## src/rtl/imem_loader.sv

```systemverilog
// Boot loader: receives a length-prefixed little-endian program stream, writes it into
// instruction memory and then releases the CPU. Optional checksum byte: IMEM_LOADER_CHECKSUM_EN.
module imem_loader #(
   parameter int ADDR_W = 10
) (
   input  logic              clk,
   input  logic              rst,
   input  logic              start,
   input  logic              byte_valid,
   input  logic [7:0]        byte_data,
   output logic              byte_ready,
   output logic              imem_we,
   output logic [ADDR_W-1:0] imem_addr,
   output logic [31:0]       imem_wdata,
   output logic              cpu_rst,
   output logic              busy,
   output logic              done,
   output logic              err,
   output logic [ADDR_W:0]   word_count
);

   typedef enum logic [2:0] {
      IDLE  = 3'd0,
      HDR0  = 3'd1,
      HDR1  = 3'd2,
      LOAD  = 3'd3,
      WRITE = 3'd4,
`ifdef IMEM_LOADER_CHECKSUM_EN
      CSUM  = 3'd5,
`endif
      DONE  = 3'd6,
      ERR   = 3'd7
   } state_t;

`ifdef IMEM_LOADER_CHECKSUM_EN
   localparam state_t END_STATE = CSUM;
`else
   localparam state_t END_STATE = DONE;
`endif

   localparam logic [ADDR_W:0] CAPACITY  = {1'b1, {ADDR_W{1'b0}}};
   localparam logic [ADDR_W:0] COUNT_ONE = {{ADDR_W{1'b0}}, 1'b1};

   state_t              state_reg, state_next;
   logic                byte_ready_reg, ready_next;
   logic                imem_we_reg;
   logic [ADDR_W-1:0]   imem_addr_reg;
   logic [31:0]         imem_wdata_reg;
   logic                cpu_rst_reg, busy_reg, done_reg, err_reg;
   logic [ADDR_W:0]     word_count_reg, count_inc;
   logic [15:0]         length_reg, length_hdr;
   logic [1:0]          byte_idx_reg;
   logic [23:0]         word_reg;
   logic                accept;
   logic                len_over;
   logic                last_word;
`ifdef IMEM_LOADER_CHECKSUM_EN
   logic [7:0]          csum_reg;
`endif

   assign byte_ready = byte_ready_reg;
   assign imem_we    = imem_we_reg;
   assign imem_addr  = imem_addr_reg;
   assign imem_wdata = imem_wdata_reg;
   assign cpu_rst    = cpu_rst_reg;
   assign busy       = busy_reg;
   assign done       = done_reg;
   assign err        = err_reg;
   assign word_count = word_count_reg;

   assign accept     = byte_valid & byte_ready_reg;
   assign length_hdr = {byte_data, length_reg[7:0]};
   assign len_over   = {16'd0, length_hdr} > 32'(CAPACITY);
   // The count never passes capacity, so a full memory still terminates cleanly.
   assign count_inc  = (word_count_reg == CAPACITY) ? word_count_reg : word_count_reg + COUNT_ONE;
   assign last_word  = 32'(count_inc) == {16'd0, length_reg};

   always_comb begin
      state_next = state_reg;
      case (state_reg)
         IDLE, DONE, ERR: begin
            if (start) state_next = HDR0;
         end
         HDR0: begin
            if (accept) state_next = HDR1;
         end
         HDR1: begin
            if (accept) begin
               if (length_hdr == 16'd0) state_next = END_STATE;
               else if (len_over)       state_next = ERR;
               else                     state_next = LOAD;
            end
         end
         LOAD: begin
            if (accept && byte_idx_reg == 2'd3) state_next = WRITE;
         end
         WRITE: begin
            state_next = last_word ? END_STATE : LOAD;
         end
`ifdef IMEM_LOADER_CHECKSUM_EN
         CSUM: begin
            if (accept) state_next = (byte_data == csum_reg) ? DONE : ERR;
         end
`endif
         default: state_next = IDLE;
      endcase
   end

   always_comb begin
      ready_next = (state_next == HDR0) || (state_next == HDR1) || (state_next == LOAD);
`ifdef IMEM_LOADER_CHECKSUM_EN
      if (state_next == CSUM) ready_next = 1'b1;
`endif
   end

   // Status outputs are registered from the next state so they change with the state itself.
   always_ff @(posedge clk or negedge rst) begin
      if (!rst) begin
         state_reg      <= IDLE;
         byte_ready_reg <= 1'b0;
         imem_we_reg    <= 1'b0;
         imem_addr_reg  <= '0;
         imem_wdata_reg <= '0;
         cpu_rst_reg    <= 1'b1;
         busy_reg       <= 1'b0;
         done_reg       <= 1'b0;
         err_reg        <= 1'b0;
         word_count_reg <= '0;
         length_reg     <= '0;
         byte_idx_reg   <= '0;
         word_reg       <= '0;
`ifdef IMEM_LOADER_CHECKSUM_EN
         csum_reg       <= '0;
`endif
      end else begin
         state_reg      <= state_next;
         byte_ready_reg <= ready_next;
         imem_we_reg    <= (state_next == WRITE);
         cpu_rst_reg    <= (state_next != DONE);
         done_reg       <= (state_next == DONE);
         err_reg        <= (state_next == ERR);
         busy_reg       <= !((state_next == IDLE) || (state_next == DONE) || (state_next == ERR));

         case (state_reg)
            IDLE, DONE, ERR: begin
               if (start) begin
                  word_count_reg <= '0;
                  byte_idx_reg   <= '0;
`ifdef IMEM_LOADER_CHECKSUM_EN
                  csum_reg       <= '0;
`endif
               end
            end
            HDR0: begin
               if (accept) length_reg[7:0] <= byte_data;
            end
            HDR1: begin
               if (accept) length_reg[15:8] <= byte_data;
            end
            LOAD: begin
               if (accept) begin
                  word_reg     <= {byte_data, word_reg[23:8]};
                  byte_idx_reg <= byte_idx_reg + 2'd1;
`ifdef IMEM_LOADER_CHECKSUM_EN
                  csum_reg     <= csum_reg ^ byte_data;
`endif
                  if (byte_idx_reg == 2'd3) begin
                     imem_addr_reg  <= word_count_reg[ADDR_W-1:0];
                     imem_wdata_reg <= {byte_data, word_reg};
                  end
               end
            end
            WRITE: begin
               word_count_reg <= count_inc;
            end
            default: ;
         endcase
      end
   end

endmodule
```

## config.mk

```make
export PLATFORM = sky130hd
export DESIGN_NAME = imem_loader
export DESIGN_NICKNAME = d
export VERILOG_FILES = /design/src/rtl/imem_loader.sv
export SDC_FILE = /design/constraint.sdc
export NUM_CORES = 1
export LEC_CHECK = 0
export BUFFER_PORTS_ARGS = -buffer_cell sky130_fd_sc_hd__buf_2
export CORE_MARGIN = 2
export CORE_UTILIZATION = 45
export DETAILED_ROUTE_END_ITERATION = 8
export PLACE_DENSITY = 0.7
export SKIP_LAST_GASP = 1
export SYNTH_ARGS = -nofsm -noshare
export SYNTH_HDL_FRONTEND = slang
export SYNTH_SLANG_ARGS = --single-unit
```

## constraint.sdc

```tcl
create_clock -name clk -period 5.45 [get_ports clk]
set_clock_uncertainty 0.2 [all_clocks]
set_input_delay 0.2725 -clock clk [delete_from_list [all_inputs] [get_ports clk]]
set_output_delay 0.2725 -clock clk [all_outputs]
set_load 0.005 [all_outputs]
```

# Word level (Yosys, flattened, before mapping)
# Index checks and enable logic that the tools add are counted.
dict set report totals {
  elab_cells 68
  in_bits 12
  out_inout_bits 59
  register_bits 104
}
dict set report classes {
  n_reduce_logical 18
  n_eq_ne 18
  order_cmp 1
  mux 14
  bitwise_logic 1
  n_addsub 2
}
# cell count
set op_table {}
lappend op_table {{11-bit two-way mux} 2}
lappend op_table {{11-bit one-hot mux with 2 select lines} 1}
lappend op_table {{3-bit two-way mux} 7}
lappend op_table {{3-bit == test (second input constant)} 6}
lappend op_table {{11-bit by 16-bit == test with 1-bit output} 1}
lappend op_table {{16-bit by 11-bit > comparator with 1-bit output (second input constant)} 1}
lappend op_table {{16-bit zero test} 1}
lappend op_table {{3-bit one-hot mux with 5 select lines} 1}
lappend op_table {{3-bit by 2-bit == test with 1-bit output (second input constant)} 4}
lappend op_table {{11-bit by 1-bit adder with 11-bit output (second input constant)} 1}
lappend op_table {{11-bit == test (second input constant)} 1}
lappend op_table {{2-bit AND reduction} 4}
lappend op_table {{3-bit by 1-bit == test with 1-bit output (second input constant)} 2}
lappend op_table {{3-bit zero test} 2}
lappend op_table {{3-bit AND reduction} 2}
lappend op_table {{1-bit logical OR} 4}
lappend op_table {{2-bit two-way mux} 2}
lappend op_table {{2-bit inequality test (second input constant)} 2}
lappend op_table {{2-bit one-hot mux with 2 select lines} 1}
lappend op_table {{2-bit nonzero test} 2}
lappend op_table {{3-bit inequality test (second input constant)} 1}
lappend op_table {{3-bit OR reduction} 1}
lappend op_table {{2-bit by 1-bit adder with 2-bit output (second input constant)} 1}
lappend op_table {{2-bit == test (second input constant)} 1}
lappend op_table {{3 further kinds} 3}

# Depth between registers and ports, before layout
# Gate-level depths: netlist (run 1).
dict set report logic_depth {
  word_depth 9
  ltp_mapped 10
  ltp_nobuf 8
}

# Worst setup path before layout (run 1)
# Ideal clock, no wire load.
dict set report synth_timing {
  kind {reg-to-reg}
  start {register word_count_reg[1], in the netlist word_count[1]}
  end {register busy_reg, in the netlist busy}
  setup_time_ns 0.140
  setup_slack_ns 3.083
  t_arrival_ns 2.028
  required_ns 5.110
  path_stages_with_launch 8
  period_less_slack_ns 2.367
  path_buffers 0
  cell_sequence {dfrtp_1 ha_1 nand3_2 nor2_4 mux2_2 o211a_1 nor4_4 o22ai_1}
}
dict set report synth_via {
  elab_chain_cells 9
  word_cells_on_any_way 12
  classes_between {add/sub (1); eq/ne (4); mux (3); reduce/logical (4)}
}
# element line
set synth_lines {}
lappend synth_lines {{from (decl)} 50} ;# logic [ADDR_W:0] word_count_reg, count_inc;
lappend synth_lines {{from (signal assigned)} 174} ;# word_count_reg <= count_inc;
lappend synth_lines {{11-bit by 1-bit adder with 11-bit output or 11-bit == test (tied branches)} 75} ;# assign count_inc = (word_count_reg == CAPACITY) ? word_count_reg : word_count_reg + COUNT_ONE;
lappend synth_lines {{11-bit two-way mux *} 75}
lappend synth_lines {{11-bit by 16-bit == test with 1-bit output *} 76} ;# assign last_word = 32'(count_inc) == {16'd0, length_reg};
lappend synth_lines {{3-bit two-way mux *} 98} ;# state_next = last_word ? END_STATE : LOAD;
lappend synth_lines {{3-bit one-hot mux with 5 select lines *} 80} ;# case (state_reg)
lappend synth_lines {{3-bit == test or 3-bit zero test (tied branches)} 142} ;# busy_reg <= !((state_next == IDLE) || (state_next == DONE) || (state_next == ERR));
lappend synth_lines {{1-bit logical OR} 142}
lappend synth_lines {{1-bit logical OR *} 142}
lappend synth_lines {{1-bit zero test *} 142}
lappend synth_lines {{to (signal assigned)} 142}
lappend synth_lines {{to (decl)} 49} ;# logic cpu_rst_reg, busy_reg, done_reg, err_reg;
# Every way passes the cells marked *; elsewhere a longest branch is shown, timed or not.
# A chain may end at the register's enable or synchronous reset.

# Worst setup path in the final report (run 1)
dict set report layout_timing {
  start {register state_reg[0]}
  end {register imem_wdata_reg[18], in the netlist imem_wdata[18]}
}
dict set report layout_via {
  elab_chain_cells 2
}
# element line
set layout_lines {}
lappend layout_lines {{from (decl)} 44} ;# state_t state_reg, state_next;
lappend layout_lines {{from (signal assigned)} 136} ;# state_reg <= state_next;
lappend layout_lines {{3-bit by 2-bit == test with 1-bit output} 144} ;# case (state_reg)
lappend layout_lines {{3-bit AND reduction (no line)} --}
lappend layout_lines {{to (signal assigned)} 169} ;# imem_wdata_reg <= {byte_data, word_reg};
lappend layout_lines {{to (decl)} 48} ;# logic [31:0] imem_wdata_reg;
# Every way passes these cells.

==> summary.md, run 1 <==
| Metric | Value |
|---|---|
| Fillers | 913 |
| WL/cell | 15.97 µm |
| Post-CTS Resized | 0 |
| CP cell instances | nor3b_2, nand2_1, nor2_4, buf_4, mux2_2 |
| Clk slew on worst S/H paths | 0.11 ns |
| Clock period minus worst slack | 3.752 ns |
| Post-synth EDFFs | 0 |
| HPWL after DPL | 6472 µm |
| Max reg flops | 32 |
| Worst Path Max Fanout | 29 |
| Crit path from | state_reg[0]$_DFF_PN0_ |
| Layout cells sized above 1 | 41.55% |
| Seq/Total Area, Yosys | 54.69% |
| P_int | 0.001794 W |
| DIE WIDTH | 106.9 µm |
| First-pass GRT wire length | 15,100 µm |
| Max incr delay on CP | 0.94 ns |
| Critical path endpoint category | register |
| Ys async rst share | 100.0% |
| Worst EP required | 5.52 ns |
| Final period util | 68.85% |
| Routed via count | 3,066 |
| Die Footprint | 11,420 µm² |
| Syn nets | 385 |
| Slew HR | 21.35% |
| CP max-delay cell | nor2_4 |
| H-tree depth | 3 |
| Root buffer cell | clkbuf_8 |
| Comb power frac | 33.3% |
| Number of global-route vias before repair | 2,975 |
| Largest cells by area after synthesis | dfrtp_1 54%, mux2_2 19%, nand2_1 1.6% |
| Post-route ant nets | 0 |
| CP Class | register to register |
| Sw Ratio | 34.25% |
| Reg2Reg Capture Point | imem_wdata[18]$_DFFE_PN0P_ |
| Initial drt markers | 114 |
| CTS sink count | 104 |
| Initial Util | 46.32% |
| Remaining DRCs | 0 |
| Layout area overhead | 13.93% |
| Top cell type's share of synthesized area | 54.14% |
| Filler-free cell count of the finished design | 574 |
| Cell variety after synth | 58 |
| Worst Path Arrival | 3.82 ns |
| Drt via density | 5.341 |
| MaxCap Viol Count | 0 |
| Critical Path Start Type | register |
| Die Span Y | 106.9 µm |
| Initial antenna violation count | 0 |
| Most frequent cells in the layout | 103 x dfrtp_1, 80 x mux2_2, 69 x buf_2 |
| P per Cell Area | 503.0 nW/µm² |
| Status | finished, final reports clean |
| Most common cell after layout, fill and taps aside | dfrtp_1 |
| LEAKAGE | 2.576 nW |
| CP Capture Point | imem_wdata[18]$_DFFE_PN0P_ |
| Reg power frac | 49.2% |
| Final Hold Vio Count | 0 |
| Worst VDD drop | 0.2605 mV |
| RSZ-0062 raised after global routing | no |
| CTS tree | built |
| Hold crit path type | primary input to register |
| GR Util All Layers | 17.07% |
| Yosys warns | 0 |
| Placed Instances | 554 |
| Reg-to-reg critical path startpoint | state_reg[0]$_DFF_PN0_ |
| Fmax | 266.5 MHz |
| DR pass1 iterations | 4 |
| Area of the core | 10,280 µm² |
| Worst Min Path Start | byte_data[6] |
| Final setup fails | 0 |
| Reg2Reg Depth | 5 |
| Final nets | 448 |
| Final Max Tran Viols | 0 |
| Ys flop type | dfrtp_1 |
| Register-to-register setup slack | 1.70 ns |
| Gr ovfl total | 0 |
| Post-Route Setup TNS | 0 ns |
| Synth area leader | dfrtp_1 |
| Number of buffers added on ports | 70 |
| Least-Margin Pin Slew | 1.177 ns |
| Clk buf depth | 2 |
| Post-Syn Area | 4761 µm² |
| Rows | 37 |
| Flops & latches, synth | 104 |
| Post-synthesis average cell area | 12.87 µm² |
| Clk pwr share | 17.5% |
| IO Pins | 71 |
| TritonCTS buffer count | 9 |
| Largest net degree at the start of global routing | 54 |
| Detailed Route WL | 9168 µm |
| Post-Synthesis Cells | 370 |
| Diodes inserted | 0 |
| Routability Congestion | 0.8250 |
| Sw power | 0.0009344 W |
| Sequential standard cell area | 2604 µm² |
| Clk_lat worst skew | 0.38 ns |
| Multi-input combinational cell area | 2011 µm² |
==> per-layer routing <==
metal,part of all wire (%),track usage (%)
met3,3.4,3.222
met4,1.5,5.844
met5,0,0
met2,50,27.80
met1,45,23.05
==> layout make-up <==
type                    count  share of cell area (%)
clock buffers               9                   2.284
repair buffers             76                   7.520
clock inverters             7                   1.499
well taps                 136                   3.137
inverters                   7                  0.4844
multi-input cells         235                   37.07
flip-flops and latches    104                   48.00
==> cells in the mapped netlist, drive strengths merged, types with 2 or more instances <==
cell type	instances
nand3	9
o21ai	14
ha	3
xor2	6
inv	7
nand2	20
a21oi	6
nand4	6
or3	3
a21boi	2
nor2b	5
nor3	5
a31oi	5
o41ai	2
xnor2	6
buf	16
o31ai	6
nand2b	3
mux2i	2
o22ai	3
nor4	4
dfrtp	103
clkbuf	8
mux2	83
nor4b	3
o21bai	3
and4	2
nor2	18
==> critical path: cells and delay by family, from the launching register on <==
family | cells | cell delay, ns
AND/OR/NAND/NOR | 3 | 2.11
multiplexers | 1 | 0.36
flip-flops | 1 | 0.58
buffers and inverters | 1 | 0.39
==> through the flow <==
stage	area (µm²)	hold slack, ns	utilization [%]	total power (W)	setup slack (ns)
3_5_place_dp	5179	0.1435	50.39	0.002279	1.633
6_report	5424	0.02479	52.78	0.002728	1.698
3_3_place_gp	5179	0.1392	50.39	0.002234	1.771
2_1_floorplan	4761	-0.2231	-	0.001965	3.083
5_1_grt	5424	0.005368	52.78	0.002930	1.391
4_1_cts	5424	0.002685	52.78	0.002766	1.604
==> worst min-delay path by stage <==
stage,end,slack (ns),depth (start not counted)
6_report,word_reg[22]$_DFFE_PN0P_,0.02,2
5_1_grt,word_reg[22]$_DFFE_PN0P_,0.005,2
4_1_cts,word_reg[22]$_DFFE_PN0P_,0.003,2
3_5_place_dp,imem_wdata[14]$_DFFE_PN0P_,0.14,1
3_3_place_gp,imem_wdata[14]$_DFFE_PN0P_,0.14,1
2_1_floorplan,busy$_DFF_PN0_,-0.22,0
==> power by group through the flow <==
stage	clock network (W)	logic (W)	registers (W)
5_1_grt	0.000529	0.00101	0.00139
4_1_cts	0.000495	0.000924	0.00135
6_report	0.000478	0.000908	0.00134
3_3_place_gp	0	0.000891	0.00134
3_5_place_dp	0	0.000916	0.00136
2_1_floorplan	0	0.000690	0.00127
==> kinds of logic (layout without fill, tap and decap cells) <==
| family | count (synthesis) | count (layout) | synth area share, % |
|---|---|---|---|
| muxes | 85 | 85 | 20.05 |
| DFF | 104 | 104 | 54.69 |
| buffers and inverters | 31 | 99 | 3.180 |
| and+or+nand+nor | 84 | 84 | 10.54 |
| AOI/OAI and AO/OA | 49 | 49 | 7.175 |
| adders and majority gates | 3 | 3 | 0.7885 |
| xor gates and xnor gates | 14 | 14 | 3.574 |
==> repair_timing <==
item                      4_1_cts  5_1_grt
hold buffers                    4        0
hold endpoints to repair       57        0
setup buffers                   0        0
Power figures use the tool's default switching activity.
==> run 2, diff against run 1 <==
--- a/config.mk
+++ b/config.mk
@@ -5,11 +5,12 @@
 export SDC_FILE = /design/constraint.sdc
 export NUM_CORES = 1
 export LEC_CHECK = 0
+export ABC_AREA = 1
 export BUFFER_PORTS_ARGS = -buffer_cell sky130_fd_sc_hd__buf_2
 export CORE_MARGIN = 2
 export CORE_UTILIZATION = 45
 export DETAILED_ROUTE_END_ITERATION = 8
-export PLACE_DENSITY = 0.7
+export PLACE_DENSITY = 0.71
 export SKIP_LAST_GASP = 1
 export SYNTH_ARGS = -nofsm -noshare
 export SYNTH_HDL_FRONTEND = slang
==> constraint.sdc (replaced) <==
create_clock -name clk -period 3.84 [get_ports clk]
set_clock_uncertainty 0.2 [all_clocks]
set_input_delay 0.192 -clock clk [delete_from_list [all_inputs] [get_ports clk]]
set_output_delay 0.192 -clock clk [all_outputs]
set_load 0.005 [all_outputs]
==> run 2 against run 1 <==
Compared with the run above:
- sequential power rose by 29%
- total power rose by 31%
- first-iteration DRC count rose by 87%
- die area fell by 3.2%
- worst hold slack improved by 0.054 ns
- final cell count rose by 32%
- via count rose by 23%
- synthesized cell count rose by 45%
- routed wire length rose by 12%
- clock power rose by 31%
- critical path type unchanged
- largest cell class unchanged
- highest routed layer unchanged
==> summary.md, run 2 <==
| Metric | Value |
|---|---|
| Status | finished, final reports clean (unchanged) |
| Most common cell after layout, fill and taps aside | nand2_1 (was dfrtp_1) |
| Multi-input combinational cell area | 1670 µm² (was 2011 µm²) |
| Syn nets | 553 (was 385) |
| Critical path endpoint category | register (unchanged) |
| Number of global-route vias before repair | 3,584 (was 2,975) |
| Clk buf depth | 2 (unchanged) |
| M2 GR Usage | 31.17% (was 27.80%) |
| RSZ-0062 raised after global routing | no (unchanged) |
| CP cell instances | ha_1, nand3_2, nor2_2, inv_2, nand2_1, nand2_1, nand2_1, nand2_1, inv_1, nand2_1, nor2_2, nand3_2, nand2_2, nand2_2, nand2_2, nand2_2, nand2_2, nand2_1 (was nor3b_2, nand2_1, nor2_4, buf_4, mux2_2) |
| CP max-delay cell | dfrtp_1 (was nor2_4) |
| Critical Path Start Type | register (unchanged) |
| H-tree depth | 3 (unchanged) |
| Final nets | 633 (was 448) |
| Initial Util | 46.66% (was 46.32%) |
| DR pass1 iterations | 4 (unchanged) |
| Reg2Reg Depth | 18 (was 5) |
| Ys flop type | dfrtp_1 (unchanged) |
| Final period util | 62.51% (was 68.85%) |
| Cell variety after synth | 30 (was 58) |
| Filler-free cell count of the finished design | 755 (was 574) |
| Least-Margin Pin Slew | 0.9941 ns (was 1.177 ns) |
| Worst EP required | 3.86 ns (was 5.52 ns) |
| MaxCap Viol Count | 0 (unchanged) |
| Post-synthesis average cell area | 8.556 µm² (was 12.87 µm²) |
| Largest cells by area after synthesis | dfrtp_1 56%, nand2_1 13%, o21ai_0 6.6% (was dfrtp_1 54%, mux2_2 19%, nand2_1 1.6%) |
| LEAKAGE | 2.758 nW (was 2.576 nW) |
| Register-to-register setup slack | 1.44 ns (was 1.70 ns) |
| Synth area leader | dfrtp_1 (unchanged) |
| Hold crit path type | primary input to async pin (was primary input to register) |
| Die Footprint | 11,050 µm² (was 11,420 µm²) |
| Post-Synthesis Cells | 538 (was 370) |
| Count leader, synth | nand2_1 (was dfrtp_1) |
| Layout area overhead | 16.42% (was 13.93%) |
| GR Util All Layers | 19.63% (was 17.07%) |
| Commonest cells post-synth | 159 x nand2_1, 103 x dfrtp_1, 61 x inv_1, 61 x o21ai_0, 25 x nand3_1 (was 103 x dfrtp_1, 80 x mux2_2, 20 x nand2_1, 16 x nor2_1, 14 x o21ai_0) |
| Largest net degree at the start of global routing | 50 (was 54) |
| Initial antenna violation count | 0 (unchanged) |
| Overall Power | 0.003567 W (was 0.002728 W) |
| DIE WIDTH | 105.1 µm (was 106.9 µm) |
| Number of buffers added on ports | 70 (unchanged) |
| Fillers | 874 (was 913) |
| Final Max Tran Viols | 0 (unchanged) |
| Final Hold Vio Count | 0 (unchanged) |
| Worst VDD drop | 0.2864 mV (was 0.2605 mV) |
| Seq/Total Area, Yosys | 56.56% (was 54.69%) |
| Reg-to-reg critical path startpoint | word_count[0]$_DFFE_PN0P_ (was state_reg[0]$_DFF_PN0_) |
| Clk_lat worst skew | 0.36 ns (was 0.38 ns) |
| CTS sink count | 104 (unchanged) |
| P per Cell Area | 665.5 nW/µm² (was 503.0 nW/µm²) |
| Initial drt markers | 213 (was 114) |
| Most common cell type on the critical path | nand2_1 |
| Flops & latches, synth | 104 (unchanged) |
| Ys async rst share | 100.0% (unchanged) |
| Clk slew on worst S/H paths | 0.10 ns (was 0.11 ns) |
| Max incr delay on CP | 0.46 ns (was 0.94 ns) |
| Sequential standard cell area | 2604 µm² (unchanged) |
| Max reg flops | 32 (unchanged) |
| CP Class | register to register (unchanged) |
| Placed Instances | 731 (was 554) |
| TritonCTS buffer count | 9 (unchanged) |
| Met3 Usage GRT | 3.431% (was 3.222%) |
| Yosys warns | 0 (unchanged) |
| Gr ovfl total | 0 (unchanged) |
| Clock period minus worst slack | 2.401 ns (was 3.752 ns) |
| Post-synth EDFFs | 0 (unchanged) |
| Post-Syn Area | 4603 µm² (was 4761 µm²) |
| Reg2Reg Capture Point | busy$_DFF_PN0_ (was imem_wdata[18]$_DFFE_PN0P_) |
| Detailed Route WL | 10,310 µm (was 9168 µm) |
| CTS tree | built (unchanged) |
| Area of the core | 9864 µm² (was 10,280 µm²) |
| Post-Route Setup TNS | 0 ns (unchanged) |
| WL/cell | 13.65 µm (was 15.97 µm) |
| Most frequent cells in the layout | 159 x nand2_1, 103 x dfrtp_1, 69 x buf_2 (was 103 x dfrtp_1, 80 x mux2_2, 69 x buf_2) |
| Root buffer cell | clkbuf_8 (unchanged) |
| Layout cells sized above 1 | 20.10% (was 41.55%) |
| IO Pins | 71 (unchanged) |
| Post-route ant nets | 0 (unchanged) |
| HPWL after DPL | 7433 µm (was 6472 µm) |
| Slew HR | 33.37% (was 21.35%) |
| Buffers plus inverters on the worst setup path | 2 (was 1) |
| Routed via count | 3,768 (was 3,066) |
| Grt met1 use | 27.35% (was 23.05%) |
| Routability Congestion | 0.9189 (was 0.8250) |
| Diodes inserted | 0 (unchanged) |
| Most Crowded Layer GR | met2 (unchanged) |
| Setup Buffers After CTS | 0 (unchanged) |
| CP delay by family, top | simple AND/OR/NAND/NOR gates (unchanged) |
| Worst Path Arrival | 2.42 ns (was 3.82 ns) |
| Die Span Y | 105.1 µm (was 106.9 µm) |
| Final setup fails | 0 (unchanged) |
| Worst Path Max Fanout | 6 (was 29) |
| Remaining DRCs | 0 (unchanged) |
| First-pass GRT wire length | 17,320 µm (was 15,100 µm) |
| Drt via density | 4.991 (was 5.341) |
| Fmax | 416.6 MHz (was 266.5 MHz) |
| Rows | 36 (was 37) |
| Top cell type's share of synthesized area | 55.99% (was 54.14%) |
run 2: cell count changes in the layout (fill, tap and decap cells not counted), sizes merged, moves of 5 or more:
cell and delta:
a31oi -5, dlygate4sd3 +5, inv +63, mux2 -83, nand2 +146, nand3 +21, nor2 +16, nor2b -5
o21ai +65, o22ai +6, o31ai -6, xnor2 -6
run 2: kinds of logic (layout without fill, tap and decap cells):
| logic type | after synthesis | after routing | share of synthesized area (%) |
|---|---|---|---|
| AO/OA/AOI/OAI | 96 | 96 | 10.95 |
| XOR/XNOR | 3 | 3 | 0.5709 |
| adder cells (fa/ha/maj) | 3 | 3 | 0.8155 |
| buffers and inverters | 86 | 170 | 7.149 |
| flip-flops | 104 | 104 | 56.56 |
| AND/OR/NAND/NOR | 246 | 246 | 23.95 |
run 2: layout make-up:
class,count,area share [%]
clock inverters,6,0.9573
inverters,72,5.043
multi-input cells,348,31.17
repair buffers,83,8.826
clock buffers,9,2.311
flip-flops and latches,104,48.59
well taps,133,3.105
run 2: worst max path at each step:
stage / start / end / slack, ns / cells past startpoint
after global routing: byte_ready$_DFF_PN0_ / busy$_DFF_PN0_ / 1.19 / 11
after floorplan: word_count[0]$_DFFE_PN0P_ / busy$_DFF_PN0_ / 1.76 / 16
final: word_count[0]$_DFFE_PN0P_ / busy$_DFF_PN0_ / 1.44 / 18
after CTS: word_count[0]$_DFFE_PN0P_ / busy$_DFF_PN0_ / 1.45 / 18
after global placement: state_reg[1]$_DFF_PN0_ / word_count[2]$_DFFE_PN0P_ / 1.55 / 6
after detailed placement: word_count[0]$_DFFE_PN0P_ / busy$_DFF_PN0_ / 1.47 / 18
run 2: repair_timing:
action,CTS,global route
endpoints found under the hold margin,56,0
gates resized for setup,0,0
hold buffers,9,0
run 2: report_power, final:
part / total (W) / leakage [nW] / internal, W / switching (W)
Sequential: 0.00173 / 1.37 / 0.00151 / 0.000221
Clock: 0.000628 / 0.0867 / 0.000242 / 0.000386
Combinational: 0.00121 / 1.31 / 0.000468 / 0.000743
run 2: layer usage:
layer	vias to the layer above	part of all wire [%]	routed length, µm
met3	14	3.1	318
met4	0	1.6	170
met5	-	0	0
met2	73	48	4928
met1	1807	47	4888
li1	1874	-	-
run 2: through the flow:
stage                     cell area, µm²  utilization (%)  hold slack (ns)  setup WS, ns
after floorplan                     4603                -          -0.3036         1.762
after global placement              5094            51.64         -0.07462         1.545
after detailed placement            5094            51.64         -0.06476         1.468
after CTS                           5359            54.33          0.07112         1.450
after global routing                5359            54.33          0.09375         1.192
final                               5359            54.33          0.07906         1.439
==> run 3, diff against run 2 <==
--- a/config.mk
+++ b/config.mk
@@ -10,7 +10,7 @@
 export CORE_MARGIN = 2
 export CORE_UTILIZATION = 45
 export DETAILED_ROUTE_END_ITERATION = 8
-export PLACE_DENSITY = 0.71
+export PLACE_DENSITY = 0.73
 export SKIP_LAST_GASP = 1
 export SYNTH_ARGS = -nofsm -noshare
 export SYNTH_HDL_FRONTEND = slang
==> constraint.sdc (replaced) <==
create_clock -name clk -period 2 [get_ports clk]
set_clock_uncertainty 0.2 [all_clocks]
set_input_delay 0.1 -clock clk [delete_from_list [all_inputs] [get_ports clk]]
set_output_delay 0.1 -clock clk [all_outputs]
set_load 0.005 [all_outputs]
==> run 3 against run 2 <==
Compared with the run above:
- the run now ends with negative setup slack left
- register-to-register slack worse by 1.6 ns
- core utilization up 5.5 points
- non-clock buffer count increased by 54
- clock-buffer cell count up 2
- sequential power rose by 93%
- sequential share of layout area fell by 4.4 points
- clock power increased by 94%
- routed wire length is 5.4% higher
- design area grew 10%
- critical path type unchanged
- largest power group unchanged
==> summary.md, run 3 (same netlist as run 2, synthesis figures left out) <==
| Metric | Value |
|---|---|
| Overall Power | 0.007212 W (was 0.003567 W) |
| Area of the core | 9864 µm² (unchanged) |
| Sequential standard cell area | 2611 µm² (was 2604 µm²) |
| Number of buffers added on ports | 70 (unchanged) |
| Clock period minus worst slack | 2.121 ns (was 2.401 ns) |
| DIE WIDTH | 105.1 µm (unchanged) |
| Final nets | 687 (was 633) |
| H-tree depth | 3 (unchanged) |
| PnR worst setup slack | -0.1207 ns (was 1.439 ns) |
| Initial Util | 46.66% (unchanged) |
| Reg2Reg Depth | 18 (unchanged) |
| Max reg flops | 32 (unchanged) |
| Initial drt markers | 199 (was 213) |
| Routability Congestion | 0.9103 (was 0.9189) |
| CP delay by family, top | simple AND/OR/NAND/NOR gates (unchanged) |
| Remaining DRCs | 0 (unchanged) |
| Reg2Reg Capture Point | busy$_DFF_PN0_ (unchanged) |
| Rows | 36 (unchanged) |
| Worst Path Arrival | 2.17 ns (was 2.42 ns) |
| Post-route ant nets | 0 (unchanged) |
| LEAKAGE | 3.037 nW (was 2.758 nW) |
| Slew HR | 65.38% (was 33.37%) |
| Layout cells sized above 1 | 30.28% (was 20.10%) |
| Register-to-register setup slack | -0.12 ns (was 1.44 ns) |
| Drt via density | 4.864 (was 4.991) |
| Final setup fails | 5 (was 0) |
| Worst hold slack | 0.05283 ns (was 0.07906 ns) |
| IO Pins | 71 (unchanged) |
| Final Hold Vio Count | 0 (unchanged) |
| Gr ovfl total | 0 (unchanged) |
| Routed via count | 3,940 (was 3,768) |
| Most common cell type on the critical path | nand2_2 (was nand2_1) |
| Diodes inserted | 0 (unchanged) |
| Failing checks | negative setup slack |
| P per Cell Area | 1222 nW/µm² (was 665.5 nW/µm²) |
| Multi-input combinational cell area | 1759 µm² (was 1670 µm²) |
| Clk buf depth | 2 (unchanged) |
| Final period util | 106.0% (was 62.51%) |
| CP cell instances | ha_4, nand3_4, nor2_4, inv_2, nand2_2, nand2_2, nand2_1, nand2_1, inv_1, nand2_1, nor2_2, nand3_2, nand2_2, nand2_2, nand2_2, nand2_2, nand2_2, nand2_1 (was ha_1, nand3_2, nor2_2, inv_2, nand2_1, nand2_1, nand2_1, nand2_1, inv_1, nand2_1, nor2_2, nand3_2, nand2_2, nand2_2, nand2_2, nand2_2, nand2_2, nand2_1) |
| Hold crit path type | primary input to async pin (unchanged) |
| Die Footprint | 11,050 µm² (unchanged) |
| DR pass1 iterations | 4 (unchanged) |
| First-pass GRT wire length | 18,390 µm (was 17,320 µm) |
| Worst EP required | 2.05 ns (was 3.86 ns) |
| Clk_lat worst skew | 0.36 ns (about the same) |
| Least-Margin Pin Slew | 0.5193 ns (was 0.9941 ns) |
| Status | finished with violations (was finished, final reports clean) |
| Fillers | 854 (was 874) |
| Initial antenna violation count | 0 (unchanged) |
| MaxCap Viol Count | 0 (unchanged) |
| CTS sink count | 104 (unchanged) |
| WL/cell | 13.41 µm (was 13.65 µm) |
| Critical Path Start Type | register (unchanged) |
| Largest net degree at the start of global routing | 37 (was 50) |
| Max incr delay on CP | 0.45 ns (was 0.46 ns) |
| Most frequent cells in the layout | 152 x nand2_1, 97 x dfrtp_1, 69 x buf_2 (was 159 x nand2_1, 103 x dfrtp_1, 69 x buf_2) |
| HPWL after DPL | 7990 µm (was 7433 µm) |
| Critical path endpoint category | register (unchanged) |
| GR Util All Layers | 20.69% (was 19.63%) |
| CP Class | register to register (unchanged) |
| Clk slew on worst S/H paths | 0.09 ns (was 0.10 ns) |
| Setup Slack @ Placement | -0.1199 ns (was 1.468 ns) |
| CTS tree | built (unchanged) |
| TritonCTS buffer count | 9 (unchanged) |
| Buffers plus inverters on the worst setup path | 2 (unchanged) |
| Root buffer cell | clkbuf_8 (unchanged) |
| Layout area overhead | 28.24% (was 16.42%) |
| Worst VDD drop | 0.7461 mV (was 0.2864 mV) |
| Most common cell after layout, fill and taps aside | nand2_1 (unchanged) |
| Detailed Route WL | 10,870 µm (was 10,310 µm) |
| Final Max Tran Viols | 0 (unchanged) |
| Die Span Y | 105.1 µm (unchanged) |
| CP max-delay cell | dfrtp_2 (was dfrtp_1) |
| Worst Path Max Fanout | 5 (was 6) |
| Number of global-route vias before repair | 3,748 (was 3,584) |
| Fmax | 471.5 MHz (was 416.6 MHz) |
| Reg-to-reg critical path startpoint | word_count[0]$_DFFE_PN0P_ (unchanged) |
| RSZ-0062 raised after global routing | yes (was no) |
| Fin util | 59.84% (was 54.33%) |
## run 3: repair_timing
action                     4_1_cts  5_1_grt
buffers inserted                 4        2
setup endpoints to repair        6       40
hold buffers                     9        0
gates resized for setup          9       14
pin swaps                        0        3
hold endpoints to repair       135        0
cloned                           0        0
## run 3: metal layers
metal | share of wire [%] | wire length [µm] | track usage (%) | vias up
li1 | - | - | - | 1985
met1 | 46 | 4990 | 28.94 | 1870
met2 | 49 | 5293 | 33.30 | 74
met3 | 4.0 | 437 | 2.870 | 11
met4 | 1.3 | 144 | 6.952 | 0
met5 | 0 | 0 | 0 | -
## run 3: stage by stage
stage | setup TNS (ns) | instance area, µm² | cells
floorplan | 0 | 4637 | 538
global placement | -0.1287 | 5525 | 779
detailed placement | -0.3668 | 5525 | 779
CTS | -0.1936 | 5844 | 808
global route | -1.626 | 5903 | 810
finish | -0.4404 | 5903 | 810
## run 3: layout make-up
type                            count  area share (%)
Multi-Input combinational cell    348           29.80
Timing Repair Buffer              137           15.52
Clock inverter                      5          0.6571
Tap cell                          133           2.819
Clock buffer                       11           2.395
Sequential cell                   104           44.23
Inverter                           72           4.578
## run 3: worst max path at each step
stage | from | endpoint | slack, ns | depth (start not counted)
2_1_floorplan | word_count[1]$_DFFE_PN0P_ | busy$_DFF_PN0_ | 0.009 | 16
3_3_place_gp | word_count[4]$_DFFE_PN0P_ | busy$_DFF_PN0_ | -0.06 | 15
3_5_place_dp | word_count[1]$_DFFE_PN0P_ | busy$_DFF_PN0_ | -0.12 | 14
4_1_cts | word_count[0]$_DFFE_PN0P_ | busy$_DFF_PN0_ | -0.08 | 16
5_1_grt | word_count[0]$_DFFE_PN0P_ | busy$_DFF_PN0_ | -0.29 | 18
6_report | word_count[0]$_DFFE_PN0P_ | busy$_DFF_PN0_ | -0.12 | 18
## run 3: where the power goes
group	switching [W]	internal, W
combinational	0.00153	0.00112
sequential	0.000445	0.00290
clock	0.000718	0.000502
